## src/rtl/rgb_pkg.sv

```systemverilog
// Shared widths, constants and the hue phase encoding for the RGB hue sequencer.
package rgb_pkg;

  localparam int               PWM_W      = 8;
  localparam logic [PWM_W-1:0] DUTY_MAX   = 8'd255;
  localparam int               NUM_PHASES = 6;

  typedef enum logic [2:0] {
    PH_RG_UP = 3'd0,
    PH_R_DN  = 3'd1,
    PH_GB_UP = 3'd2,
    PH_G_DN  = 3'd3,
    PH_BR_UP = 3'd4,
    PH_B_DN  = 3'd5
  } hue_phase_e;

  function automatic hue_phase_e next_phase(input hue_phase_e p);
    case (p)
      PH_RG_UP: next_phase = PH_R_DN;
      PH_R_DN:  next_phase = PH_GB_UP;
      PH_GB_UP: next_phase = PH_G_DN;
      PH_G_DN:  next_phase = PH_BR_UP;
      PH_BR_UP: next_phase = PH_B_DN;
      PH_B_DN:  next_phase = PH_RG_UP;
      default:  next_phase = PH_RG_UP;
    endcase
  endfunction

endpackage

```

## src/rtl/pwm_channel.sv

```systemverilog
// One LED channel: shadow duty register loaded at PWM wrap, plus a registered
// comparator that produces the pad level.
module pwm_channel
  import rgb_pkg::*;
#(
  parameter logic             ACTIVE_LOW = 1'b1,
  parameter logic [PWM_W-1:0] RESET_DUTY = 8'd0
) (
  input  logic             clk,
  input  logic             reset,
  input  logic [PWM_W-1:0] pwm_cnt,
  input  logic             load,
  input  logic [PWM_W-1:0] duty_in,
  output logic [PWM_W-1:0] duty,
  output logic             pin
);

  logic [PWM_W-1:0] r_duty;
  logic             r_pin;

  // Shadow duty and pad level; comparing against the old duty on the load
  // edge is harmless because pwm_cnt is 255 there and never below a duty.
  always_ff @(posedge clk or posedge reset) begin
    if (reset) begin
      r_duty <= RESET_DUTY;
      r_pin  <= ACTIVE_LOW;
    end else begin
      if (load) begin
        r_duty <= duty_in;
      end
      r_pin <= (pwm_cnt < r_duty) ^ ACTIVE_LOW;
    end
  end

  assign duty = r_duty;
  assign pin  = r_pin;

endmodule

```

## src/rtl/hue_sequencer.sv

```systemverilog
// Walks the RGB LED around the hue wheel: prescaled ramp/phase state, duty
// mapping, shared PWM counter and three PWM channels.
module hue_sequencer
  import rgb_pkg::*;
#(
  parameter int STEP_CYCLES = 7812,
  parameter int ACTIVE_LOW  = 1
) (
  input  logic             clk,
  input  logic             reset,
  input  logic             enable,
  output logic [PWM_W-1:0] duty_r,
  output logic [PWM_W-1:0] duty_g,
  output logic [PWM_W-1:0] duty_b,
  output logic [2:0]       phase,
  output logic             step_tick,
  output logic             rgb_r,
  output logic             rgb_g,
  output logic             rgb_b
);

  localparam int             PRE_W   = $clog2(STEP_CYCLES);
  localparam logic [PRE_W-1:0] PRE_MAX = PRE_W'(STEP_CYCLES - 1);
  localparam logic           AL_BIT  = (ACTIVE_LOW != 0) ? 1'b1 : 1'b0;

  logic [PRE_W-1:0] r_pre;
  logic [PWM_W-1:0] r_ramp;
  logic             r_step_tick;
  hue_phase_e       r_phase;
  hue_phase_e       w_phase_nxt;
  logic [PWM_W-1:0] r_pwm_cnt;
  logic             w_step;
  logic             w_load;
  logic [PWM_W-1:0] w_tgt_r;
  logic [PWM_W-1:0] w_tgt_g;
  logic [PWM_W-1:0] w_tgt_b;

  assign w_step = enable && (r_pre == PRE_MAX);
  assign w_load = (r_pwm_cnt == DUTY_MAX);

  // Prescaler, ramp and the registered step pulse.
  always_ff @(posedge clk or posedge reset) begin
    if (reset) begin
      r_pre       <= '0;
      r_ramp      <= 8'd0;
      r_step_tick <= 1'b0;
    end else begin
      r_step_tick <= w_step;
      if (w_step) begin
        r_pre  <= '0;
        r_ramp <= r_ramp + 8'd1;
      end else if (enable) begin
        r_pre <= r_pre + PRE_W'(1);
      end
    end
  end

  // Phase state register.
  always_ff @(posedge clk or posedge reset) begin
    if (reset) begin
      r_phase <= PH_RG_UP;
    end else begin
      r_phase <= w_phase_nxt;
    end
  end

  // Phase next-state: advance when a step wraps the ramp.
  always_comb begin
    w_phase_nxt = r_phase;
    if (w_step && (r_ramp == DUTY_MAX)) begin
      w_phase_nxt = next_phase(r_phase);
    end else begin
      w_phase_nxt = r_phase;
    end
  end

  // Target duties from phase and ramp.
  always_comb begin
    w_tgt_r = 8'd0;
    w_tgt_g = 8'd0;
    w_tgt_b = 8'd0;
    case (r_phase)
      PH_RG_UP: begin w_tgt_r = DUTY_MAX;          w_tgt_g = r_ramp;            w_tgt_b = 8'd0;              end
      PH_R_DN:  begin w_tgt_r = DUTY_MAX - r_ramp; w_tgt_g = DUTY_MAX;          w_tgt_b = 8'd0;              end
      PH_GB_UP: begin w_tgt_r = 8'd0;              w_tgt_g = DUTY_MAX;          w_tgt_b = r_ramp;            end
      PH_G_DN:  begin w_tgt_r = 8'd0;              w_tgt_g = DUTY_MAX - r_ramp; w_tgt_b = DUTY_MAX;          end
      PH_BR_UP: begin w_tgt_r = r_ramp;            w_tgt_g = 8'd0;              w_tgt_b = DUTY_MAX;          end
      PH_B_DN:  begin w_tgt_r = DUTY_MAX;          w_tgt_g = 8'd0;              w_tgt_b = DUTY_MAX - r_ramp; end
      default:  begin w_tgt_r = DUTY_MAX;          w_tgt_g = 8'd0;              w_tgt_b = 8'd0;              end
    endcase
  end

  // Free-running PWM counter, independent of enable.
  always_ff @(posedge clk or posedge reset) begin
    if (reset) begin
      r_pwm_cnt <= 8'd0;
    end else begin
      r_pwm_cnt <= r_pwm_cnt + 8'd1;
    end
  end

  pwm_channel #(.ACTIVE_LOW(AL_BIT), .RESET_DUTY(DUTY_MAX)) u_ch_r (
    .clk(clk), .reset(reset), .pwm_cnt(r_pwm_cnt), .load(w_load),
    .duty_in(w_tgt_r), .duty(duty_r), .pin(rgb_r)
  );

  pwm_channel #(.ACTIVE_LOW(AL_BIT), .RESET_DUTY(8'd0)) u_ch_g (
    .clk(clk), .reset(reset), .pwm_cnt(r_pwm_cnt), .load(w_load),
    .duty_in(w_tgt_g), .duty(duty_g), .pin(rgb_g)
  );

  pwm_channel #(.ACTIVE_LOW(AL_BIT), .RESET_DUTY(8'd0)) u_ch_b (
    .clk(clk), .reset(reset), .pwm_cnt(r_pwm_cnt), .load(w_load),
    .duty_in(w_tgt_b), .duty(duty_b), .pin(rgb_b)
  );

  assign phase     = r_phase;
  assign step_tick = r_step_tick;

endmodule

```

## config.mk

```make
export PLATFORM = sky130hd
export DESIGN_NAME = hue_sequencer
export DESIGN_NICKNAME = d
export VERILOG_FILES = /design/src/rtl/rgb_pkg.sv /design/src/rtl/pwm_channel.sv /design/src/rtl/hue_sequencer.sv
export SDC_FILE = /design/constraint.sdc
export NUM_CORES = 1
export LEC_CHECK = 0
export ABC_AREA = 1
export CORE_UTILIZATION = 62
export DETAILED_ROUTE_END_ITERATION = 8
export PLACE_DENSITY = 0.93
export SYNTH_ARGS = -nofsm -noshare
export SYNTH_HDL_FRONTEND = slang
export SYNTH_SLANG_ARGS = --single-unit
export TNS_END_PERCENT = 100
```

## constraint.sdc

```tcl
create_clock -name clk -period 3.9 [get_ports clk]
set_clock_uncertainty 0.1 [all_clocks]
set_input_delay 0.78 -clock clk [delete_from_list [all_inputs] [get_ports clk]]
set_output_delay 0.78 -clock clk [all_outputs]
set_load 0.005 [all_outputs]
```

# --- Word-level counts from Yosys, hierarchy flattened ---
# Cells that the tools add are included.
word_totals:
  wordCells: 42
  register_bits: 60
op_classes:
  mux: 6
  n_bitwise: 3
  order_cmp: 3
  n_eq_ne: 8
  n_reduce_logical: 7
  addsub: 4
ops:
  columns: ["operator", "n"]
  rows:
  - ["one-hot mux 8 bit (3 select lines)", 3]
  - ["2-to-1 mux 13 bit", 2]
  - ["less-than comparator 8 bit", 3]
  - ["adder 8 x 1 -> 8 bit (second input constant)", 2]
  - ["equality test 8 bit (second input constant)", 2]
  - ["one-hot mux 3 bit (5 select lines)", 1]
  - ["adder 13 x 1 -> 13 bit (second input constant)", 1]
  - ["equality test 13 bit (second input constant)", 1]
  - ["subtractor 8 bit (first input constant)", 1]
  - ["equality test 3 x 2 -> 1 bit (second input constant)", 2]
  - ["equality test 3 bit (second input constant)", 2]
  - ["OR reduction 2 bit", 3]
  - ["equality test 3 x 1 -> 1 bit (second input constant)", 1]
  - ["zero test 3 bit", 1]
  - ["NOT 1 bit", 3]
  - ["logical AND 1 bit", 2]
  - ["nonzero test 2 bit", 1]

# --- Depth between registers and ports, before layout ---
# Gate-level depths: netlist (run 1).
depth:
  word_depth: 3
  depth_mapped: 9
  depth_no_buf: 8

# --- By module ---
# A second synthesis (run 1) with hierarchy kept.
unflattened:
  hier_cells: 492
  hier_area_um2: 3729.8
modules_own_cells:
  columns: ["module", "instances", "cells_each", "area_per_inst_um2"]
  rows:
  - ["hue_sequencer", 1, 318, 2210.9]
  - ["pwm_channel at u_ch_b ...", 2, 58, 503.0]
  - ["pwm_channel at u_ch_r", 1, 58, 513.0]

# --- Worst setup path after synthesis (run 1) ---
# No wires, ideal clock.
synth_timing:
  path_kind: "input -> register"
  start: "in enable"
  end: "reg r_pre[12]"
  slack_ns: 2.186
  t_arrival_ns: 1.543
  required_time_ns: 3.729
  path_buffers: 1
  setup_ns: 0.071
  cell_stages: 7
  cell_sequence: "buf_4 -> nand3_1 -> nor2_1 -> nand2_1 -> o21ai_0 -> inv_1 -> nor2_1"
synth_between:
  elab_chain_cells: 2
  word_cells_on_any_way: 3
  cone_classes: "mux (1); reduce/logical (2)"
synth_rtl:
  columns: ["element", "line_no", "text"]
  rows:
  - ["start, declared", "hue_sequencer.sv:11", "input logic enable,"]
  - ["logical AND 1 bit", "hue_sequencer.sv:38", "assign w_step = enable && (r_pre == PRE_MAX);"]
  - ["2-to-1 mux 13 bit / nonzero test 2 bit (equally long branches)", null, null]
  - ["end signal, assigned", "hue_sequencer.sv:53", "r_pre <= r_pre + PRE_W'(1);"]
  - ["end, declared", "hue_sequencer.sv:26", "logic [PRE_W-1:0] r_pre;"]
# Parallel ways exist; a longest one is shown, timed or not.
# A chain may end at the register's enable or synchronous reset.

# --- Final worst setup path (run 1) ---
# Ends and elaborated chain as after synthesis.

==> run metrics, run 1 <==
Critical Path RT=between 4000 and 5000 ps; via count=about 3,300; number of post-CTS setup repair buffers=0; post-synthesis async set-or-reset flop share=100%; ranking of synthesized cells by area=dfrtp_1, nand2_1, ha_1; Final GP Congestion=0.950; status=completed; TritonCTS buffer count=9; total congestion overflow=0; final worst-path cycle share=63.3%; Final HPWL DP=about 6.2 mm; post-DR vias/cell=approximately 5.6; Area Overhead vs Synth=14.7%; Chip Height=approximately 79 um; post-synthesis cell type count=29; clk buf depth=2; VDD IR-drop max=0.324 mV; DRC Markers=0; Max Cap Viol=0; CP Capture Type=flip-flop; wire per inst=around 14 um; #FFs+latches synth=60; Post-CTS Resized=0; gr busiest metal=met2; post-layout util=~75%; # rows=27; CTS Hold Buffers Added=0; vias in the first global route=roughly 3,200; RSZ-0062 raised after global routing=no; n_diodes=0; CP Launch Point=enable; Cell Chain, Critical Path=clkdlybuf4s50_1 > nand3_1 > nor2_1 > nand2_1 > o21ai_0 > inv_1 > nor2_1; WP buf/inv=2; drt pass-1 iters=5; R2R setup slack=approximately 1600 ps; Fin Setup TNS=0 ps; master of the slowest instance on the critical path=clkdlybuf4s50_1; Hold WS=~380 ps; DIE WIDTH=around 79 um; Syn Nets=510; Slew Limit Headroom=a little over half; fraction of layout cells with a size suffix above 1=under 10%; Crit. path cell count=7; Crit path arrival time=~2700 ps; post-route ant nets=0; Setup crit start kind=input port; worst r2r dst=u_ch_r.duty[6]; Worst Setup EP=r_pre[12]; met3 Track Usage GR=7.59%; CTS tree=done; Cells after Synth=between 400 and 500; synthesized area=roughly 3700 um^2; largest net degree at the start of global routing=35; # setup viols final=0; total core area=around 5600 um^2; synth warn=0; Layout Nets=between 500 and 600; Port Buffers=33; clk_lat worst skew=350 ps; Worst-Margin Slew=~700 ps; Final Slew Violations=0; post-synthesis sequential area ratio=41.3%; total track usage=between 20% and 30%; Pwr Density=about 330 nW/um^2; worst-path fanout max=18; initial antenna violation count=0; post-synth top area cell=dfrtp_1; Post-Route WL=8.29 mm; CP peak stage delay=880 ps; clk sink count=60; CTS Root Cell=clkbuf_8; fmax=between 400 and 500 MHz; Synth Flop Type=dfrtp_1; Syn Area/Cell=roughly 7.6 um^2; CP dominant cell by count=nor2_1; Initial Utilization=around two thirds; first-pass GRT wire length=14.0 mm; CTS H-tree lvls=3; hold path start=u_ch_r.duty[4]; Final Critical Period=approximately 2500 ps; reg2reg start=r_pwm_cnt[1]; leakage power=2.03 nW; # fillers=approximately 420; met2 Resource Use GR=approximately 51%; num ports=34; number of flops mapped to enable cells by yosys=0; most frequent cells in the layout=nand2_1, inv_1, dfrtp_1, o21ai_0, clkdlybuf4s50_1; Clock transition at path regs=approximately 60 ps; worst hold path class=flip-flop to flip-flop; Tot Pwr=1.40 mW; cell family with most CP delay=buffers and inverters; DIE AREA=between 6000 and 7000 um^2; Final Hold Fails=0; Initial DRC Count=298; R2R cell count=7; WS Path Type=input port to flip-flop; Synth top area share=between 30% and 40%; most common cell after layout, fill and taps aside=nand2_1; met1 Use GR=~33%
-- power breakdown --
| part | switching [mW] | internal [mW] |
|---|---|---|
| sequential | 0.0565 | 0.666 |
| clock | 0.237 | 0.264 |
| combinational | 0.122 | 0.0581 |
-- per-stage QoR --
stage | cells | area, um^2 | setup slack [ps]
2_1_floorplan | 482 | 3670 | 1550
3_3_place_gp | 579 | 4040 | 1220
3_5_place_dp | 579 | 4040 | 1100
4_1_cts | 595 | 4210 | 1480
5_1_grt | 595 | 4210 | 1340
6_report | 595 | 4210 | 1430
-- registers in the layout, indices dropped and copies added, names as in the netlist --
register and count:
phase 3, r_pre 13, r_pwm_cnt 8, r_ramp 8
step_tick 1, u_ch_b.duty 8, u_ch_b.pin 1, u_ch_g.duty 8
u_ch_g.pin 1, u_ch_r.duty 8, u_ch_r.pin 1
-- worst min path at each step --
stage	endpoint	slack, ps	depth (start not counted)
2_1_floorplan	u_ch_r.duty[1]	360	2
3_3_place_gp	u_ch_r.duty[5]	370	2
3_5_place_dp	u_ch_r.duty[5]	370	2
4_1_cts	u_ch_r.duty[4]	390	2
5_1_grt	u_ch_r.duty[1]	410	2
6_report	u_ch_r.duty[4]	380	2
-- logic make-up after synthesis --
kind of cell | count (synthesis) | share of synthesized area [%]
flops | 60 | 41.3
xor+xnor | 12 | 2.87
fa+ha+maj | 25 | 8.53
simple gates | 231 | 27.1
buf+inv | 84 | 9.42
compound gates | 70 | 10.8
-- per-layer routing --
layer / share of wire, % / wire length [um] / up-vias
met5: 0 / 0 / -
met4: 4.3 / 357 / 0
met2: 50 / 4180 / 122
met3: 5.4 / 448 / 39
met1: 40 / 3310 / 1535
li1: - / - / 1630
-- area by class of cell --
cell class	count	area (um^2)	share of cell area, %
multi-input cells	338	1810	42.9
flip-flops and latches	60	1520	36.0
inverters	74	278	6.60
well taps	72	90.1	2.14
clock inverters	2	10.0	0.238
clock buffers	14	163	3.87
repair buffers	35	345	8.21
-- cell usage after synthesis, types with 3 or more instances --
cell type and n:
o21ai_0 36, nand4_1 13, buf_4 3, inv_1 70
nand3_1 27, dfrtp_1 49, a21oi_1 12, inv_2 3
nor3_1 3, xor2_1 10, nand2_1 151, a211oi_1 3
buf_2 3, dfstp_2 11, nand3_2 3, nor2_1 27
o211ai_1 11, a31oi_1 8, ha_1 25
-- worst min-delay path: stages, from the launching register on --
cell	delay, ps
dfstp_2	380
nand2_1	60
nand2_1	50
Note: power is estimated with default switching activity, not from simulation.
==> inputs of run 2 (changes only) <==
- CORE_UTILIZATION: 62 -> 58
- PLACE_DENSITY: 0.93 -> 0.88
- clock period: 3.9 -> 2.35 ns (I/O delays scaled with it)
==> run 2 against run 1 <==
Effect of this change:
- first-iteration DRC count is 23% higher
- final cell count is 0.84% higher
- core utilization fell by 4.3 points
- setup slack lost 1200 ps
- critical endpoint is now phase[1]
- largest power group unchanged
==> run metrics, run 2 (synthesis results as in run 1) <==
Area Overhead vs Synth=16.2%; Non-Filler Instances=600; WS Path Type=flip-flop to primary output; VDD IR-drop max=0.501 mV; CTS Hold Buffers Added=0; Slew Limit Headroom=68.3%; Initial Utilization=about three fifths; clk_lat worst skew=roughly 350 ps; Inst Count DP=about 580; total track usage=27.5%; max reg flops=13; CTS Root Cell=clkbuf_8; num ports=34; post-layout util=between 70% and 80%; Crit path arrival time=1510 ps; clk buf depth=2; via count=3,292; master of the slowest instance on the critical path=dfrtp_1; first-pass GRT wire length=13.6 mm; CP peak stage delay=580 ps; n_diodes=0; Port Buffers=33; worst-path fanout max=8; Final Hold Fails=0; Final HPWL DP=5.89 mm; Reg with most FFs=r_pre; Place WS=a little under 300 ps; Critical Path RT=~1800 ps; Clock transition at path regs=about 80 ps; largest net degree at the start of global routing=61; final worst-path cycle share=between 80% and 90%; vias in the first global route=around 3,000; status=completed; Setup crit start kind=flip-flop; CTS H-tree lvls=3; RSZ-0062 raised after global routing=no; DIE AREA=6640 um^2; post-route ant nets=0; fraction of layout cells with a size suffix above 1=8.38%; TritonCTS buffer count=9; post-DR vias/cell=between 5 and 6; CP Capture Type=primary output; most common cell after layout, fill and taps aside=nand2_1; Cell Chain, Critical Path=clkdlybuf4s50_1; total congestion overflow=0; Chip Height=roughly 82 um; post-route setup slack=between 200 and 300 ps; most frequent cells in the layout=nand2_1, inv_1, dfrtp_1, o21ai_0, clkdlybuf4s50_1; Final GP Congestion=a little under 0.9; CTS tree=done; Final Slew Violations=0; DRC Markers=0; initial antenna violation count=0; number of post-CTS setup repair buffers=0; # setup viols final=0; drt pass-1 iters=5; Pwr Density=568 nW/um^2; Worst-Margin Slew=roughly 470 ps; WP buf/inv=1; # rows=28; wire per inst=between 10 and 15 um; total core area=around 6000 um^2; fmax=between 400 and 500 MHz; Post-CTS Resized=0; worst hold path class=flip-flop to flip-flop; clk sink count=60; Final Critical Period=about 2100 ps; DIE WIDTH=between 80 and 90 um; Layout Nets=around 550; Fin Setup TNS=0 ps; Max Cap Viol=0; cell family with most CP delay=flip-flops; Initial DRC Count=roughly 370; leakage power=around 2.1 nW; Post-Route WL=between 8 and 9 mm
## run 2: cell count changes in the layout (fill, tap and decap cells not counted), sizes merged
cell      previous run  this run
clkinvlp             0         1
clkinv               3         4
bufinv               0         1
clkbuf              14        11
buf                  2         4
## run 2: layer usage
metal | wire [um] | up-vias | GRT usage, %
li1 | - | 1634 | -
met1 | 3760 | 1533 | 36.0
met2 | 3840 | 100 | 43.3
met3 | 309 | 25 | 5.11
met4 | 250 | 0 | 14.6
met5 | 0 | - | 0
## run 2: layout make-up
class                   instances  area [um^2]
well taps                      75         93.8
clock buffers                  11          141
inverters                      74          278
fillers                       471         1770
multi-input cells             338         1810
flip-flops and latches         60         1520
clock inverters                 5         52.6
repair buffers                 37          373
## run 2: metrics by stage
stage	hold slack (ps)	cell area [um^2]	total power [mW]
4_1_cts	387	4260	2.42
6_report	390	4260	2.42
3_3_place_gp	366	4070	1.49
5_1_grt	415	4260	2.52
2_1_floorplan	365	3670	1.43
3_5_place_dp	375	4070	1.51
## run 2: report_power, final
part | switching [mW] | leakage, nW | internal [mW] | total, mW
Sequential | 0.0910 | 0.734 | 1.10 | 1.20
Clock | 0.410 | 0.0991 | 0.513 | 0.924
Combinational | 0.200 | 1.22 | 0.0985 | 0.299
Total | 0.702 | 2.06 | 1.72 | 2.42
## run 2: worst paths after layout
path | start | end | slack [ps] | cells after the start
worst max register to register | phase[2] | u_ch_b.duty[5] | 440 | 5
worst min register to register | u_ch_r.duty[1] | u_ch_r.duty[1] | 390 | 2
min in group asynchronous | reset | r_ramp[4] | 400 | 3
worst max-delay path | phase[1] | phase[1] | 270 | 1
worst min-delay path | u_ch_r.duty[1] | u_ch_r.duty[1] | 390 | 2
max in group asynchronous | reset | u_ch_b.pin | 1440 | 3
==> inputs of run 3 (changes only) <==
- CELL_PAD_IN_SITES_DETAIL_PLACEMENT: not set -> 1
- CELL_PAD_IN_SITES_GLOBAL_PLACEMENT: not set -> 1
- CORE_UTILIZATION: 58 -> 43
- GPL_TIMING_DRIVEN: not set -> 0
- PLACE_DENSITY: 0.88 -> 0.89
- SYNTH_HIERARCHICAL: not set -> 1
==> run 3 against run 2 <==
Effect of this change:
- cell area rose by 4.1%
- clock-buffer cell count fell by 1
- final cell count rose by 8.3%
- wire length is 28% higher
- critical endpoint is now u_ch_b/duty[0]
- sequential cell count did not move
- synthesized cell count up 2.1%
- largest cell class unchanged
- non-clock buffer count is 14 higher
- via count rose by 3.9%
- fmax decreased by 0.36%
- hold slack better by 30 ps
==> run metrics, run 3 <==
total congestion overflow=0; clk_lat worst skew=340 ps; Final GP Congestion=approximately 0.84; fraction of layout cells with a size suffix above 1=between 10% and 20%; leakage power=~2.2 nW; Post-Route WL=around 10 mm; Final Slew Violations=0; DIE AREA=9050 um^2; worst-path fanout max=10; Slew Limit Headroom=between 50% and 60%; post-synth top area cell=dfrtp_1; largest net degree at the start of global routing=34; Final Hold Fails=0; most common cell in the netlist=nand2_1; R2R setup slack=~260 ps; post-route ant nets=0; multiplexer share of the synthesized area=0.906%; Port Buffers=33; reg2reg start=r_pwm_cnt[1]; Layout Nets=568; RSZ-0062 raised after global routing=no; Inst Count DP=630; Worst-Margin Slew=740 ps; n_diodes=0; largest family of logic cells by synthesized area=simple AND/OR/NAND/NOR gates; # setup viols final=0; ranking of synthesized cells by area=dfrtp_1, nand2_1, ha_1; #FFs+latches synth=60; Post-synth top cells=nand2_1, inv_1, dfrtp_1; DRC Markers=0; post-layout util=a little over half; Tot Pwr=approximately 2.3 mW; Critical Path RT=2480 ps; Post-Synth Adder-Cell Area=8.39%; clk buf depth=2; Syn Area/Cell=7.58 um^2; Clock transition at path regs=roughly 80 ps; final worst-path cycle share=88.9%; post-synthesis sequential area ratio=between 40% and 50%; Chip Height=between 90 and 100 um; most common cell after layout, fill and taps aside=nand2_1; xor and xnor fraction of the mapped netlist area=2.11%; total core area=8300 um^2; num ports=34; synthesized area=3730 um^2; post-synthesis cell type count=30; CTS H-tree lvls=3; Final HPWL DP=between 7 and 8 mm; Crit path arrival time=about 2200 ps; Initial DRC Count=between 150 and 200; status=completed; Synth Flop Type=dfrtp_1; post-DR vias/cell=approximately 5.3; fmax=~480 MHz; Pwr Density=523 nW/um^2; Max Cap Viol=0; clk sink count=60; WS Path Type=flip-flop to flip-flop; post-synthesis async set-or-reset flop share=100%; CTS tree=done; via count=3,420; most frequent cells in the layout=nand2_1, inv_1, dfrtp_1, o21ai_0, clkdlybuf4s50_1; # rows=33; worst hold path class=input port to async pin; max reg flops=13; synth warn=6; DIE WIDTH=95.1 um; wire per inst=16.1 um; Synth top area share=roughly a third; Cells after Synth=slightly below 500; Post-DP Area=4200 um^2; TritonCTS buffer count=9; CP Capture Type=flip-flop; first-pass GRT wire length=~17 mm; drt pass-1 iters=4; Non-Filler Instances=650; VDD IR-drop max=around 0.33 mV; post-synthesis simple-gate area fraction=26.0%; vias in the first global route=~3,600; design area=4430 um^2; Synth Area in Compound Gates=around 11%; Syn Nets=between 500 and 600; CP Launch Point=r_pwm_cnt[1]; Reg with most FFs=r_pre; Final Critical Period=between 2000 and 2500 ps; total track usage=between 20% and 30%; initial antenna violation count=0; Initial Utilization=between 40 and 50%; Area Overhead vs Synth=18.9%; Setup crit start kind=flip-flop; CTS Root Cell=clkbuf_8; number of flops mapped to enable cells by yosys=0
## run 3: cell types whose count changed after synthesis, sizes merged, moves of 3 or more
cell	delta
a21oi	+12
inv	+11
nand2	-8
a31oi	-7
a211oi	-3
mux2	+3
nand4	-3
o211ai	-3
o21a	+3
o21ai	+3
## run 3: metal layers
metal  track usage [%]  part of all wire, %  up-vias
met5                 0                    0        -
met4              10.6                  2.0        0
met3              3.75                  2.7       16
met2              44.9                   52       63
met1              30.4                   43     1685
li1                  -                    -     1656
## run 3: area by class of cell
cell class                      instances  area (um^2)
Fill cell                            1057         3860
Multi-Input combinational cell        334         1820
Sequential cell                        60         1520
Timing Repair Buffer                   37          360
Inverter                               84          315
Clock buffer                           10          138
Tap cell                              105          131
Buffer                                 14         92.6
Clock inverter                          6         63.8
## run 3: logic make-up (layout without fill, tap and decap cells)
kind of cell    after synthesis  in the layout
buf+inv                      98            151
compound gates               76             76
flops                        60             60
mux                           3              3
simple gates                221            221
xor+xnor                      9              9
fa+ha+maj                    25             25
## run 3: final timing paths
path,to,cells past startpoint
setup / recovery,u_ch_b/duty[0],7
hold / removal,u_ch_g/duty[6],2
setup reg to reg,u_ch_b/duty[0],7
hold reg to reg,u_ch_r/duty[2],2
max in group asynchronous,phase[1],2
min in group clk,u_ch_r/duty[2],2
## run 3: timing repair
item	CTS	global route
setup buffers	4	0
hold buffers	0	0
hold endpoints to repair	0	0
endpoints found under the setup margin	24	0
resized for setup	1	0
## run 3: metrics by stage
stage / hold slack [ps] / worst slack [ps] / TNS (ps)
2_1_floorplan: 197 / 276 / 0
3_3_place_gp: 389 / -230 / -3570
3_5_place_dp: 411 / -310 / -5900
4_1_cts: 412 / 290 / 0
5_1_grt: 449 / 139 / 0
6_report: 421 / 261 / 0
## run 3: critical path, stage by stage, from the launching register on
cell and delay, ps:
dfrtp_1 470, ha_1 230, nand3_1 120, nor2_1 130
nand2_1 130, nor3_4 240, buf_4 220, mux2_2 340
## run 3: power by group
part,switching [mW],internal (mW),total [mW]
combinational,0.144,0.0664,0.211
clock,0.441,0.516,0.957
sequential,0.0722,1.08,1.15
total,0.657,1.66,2.32
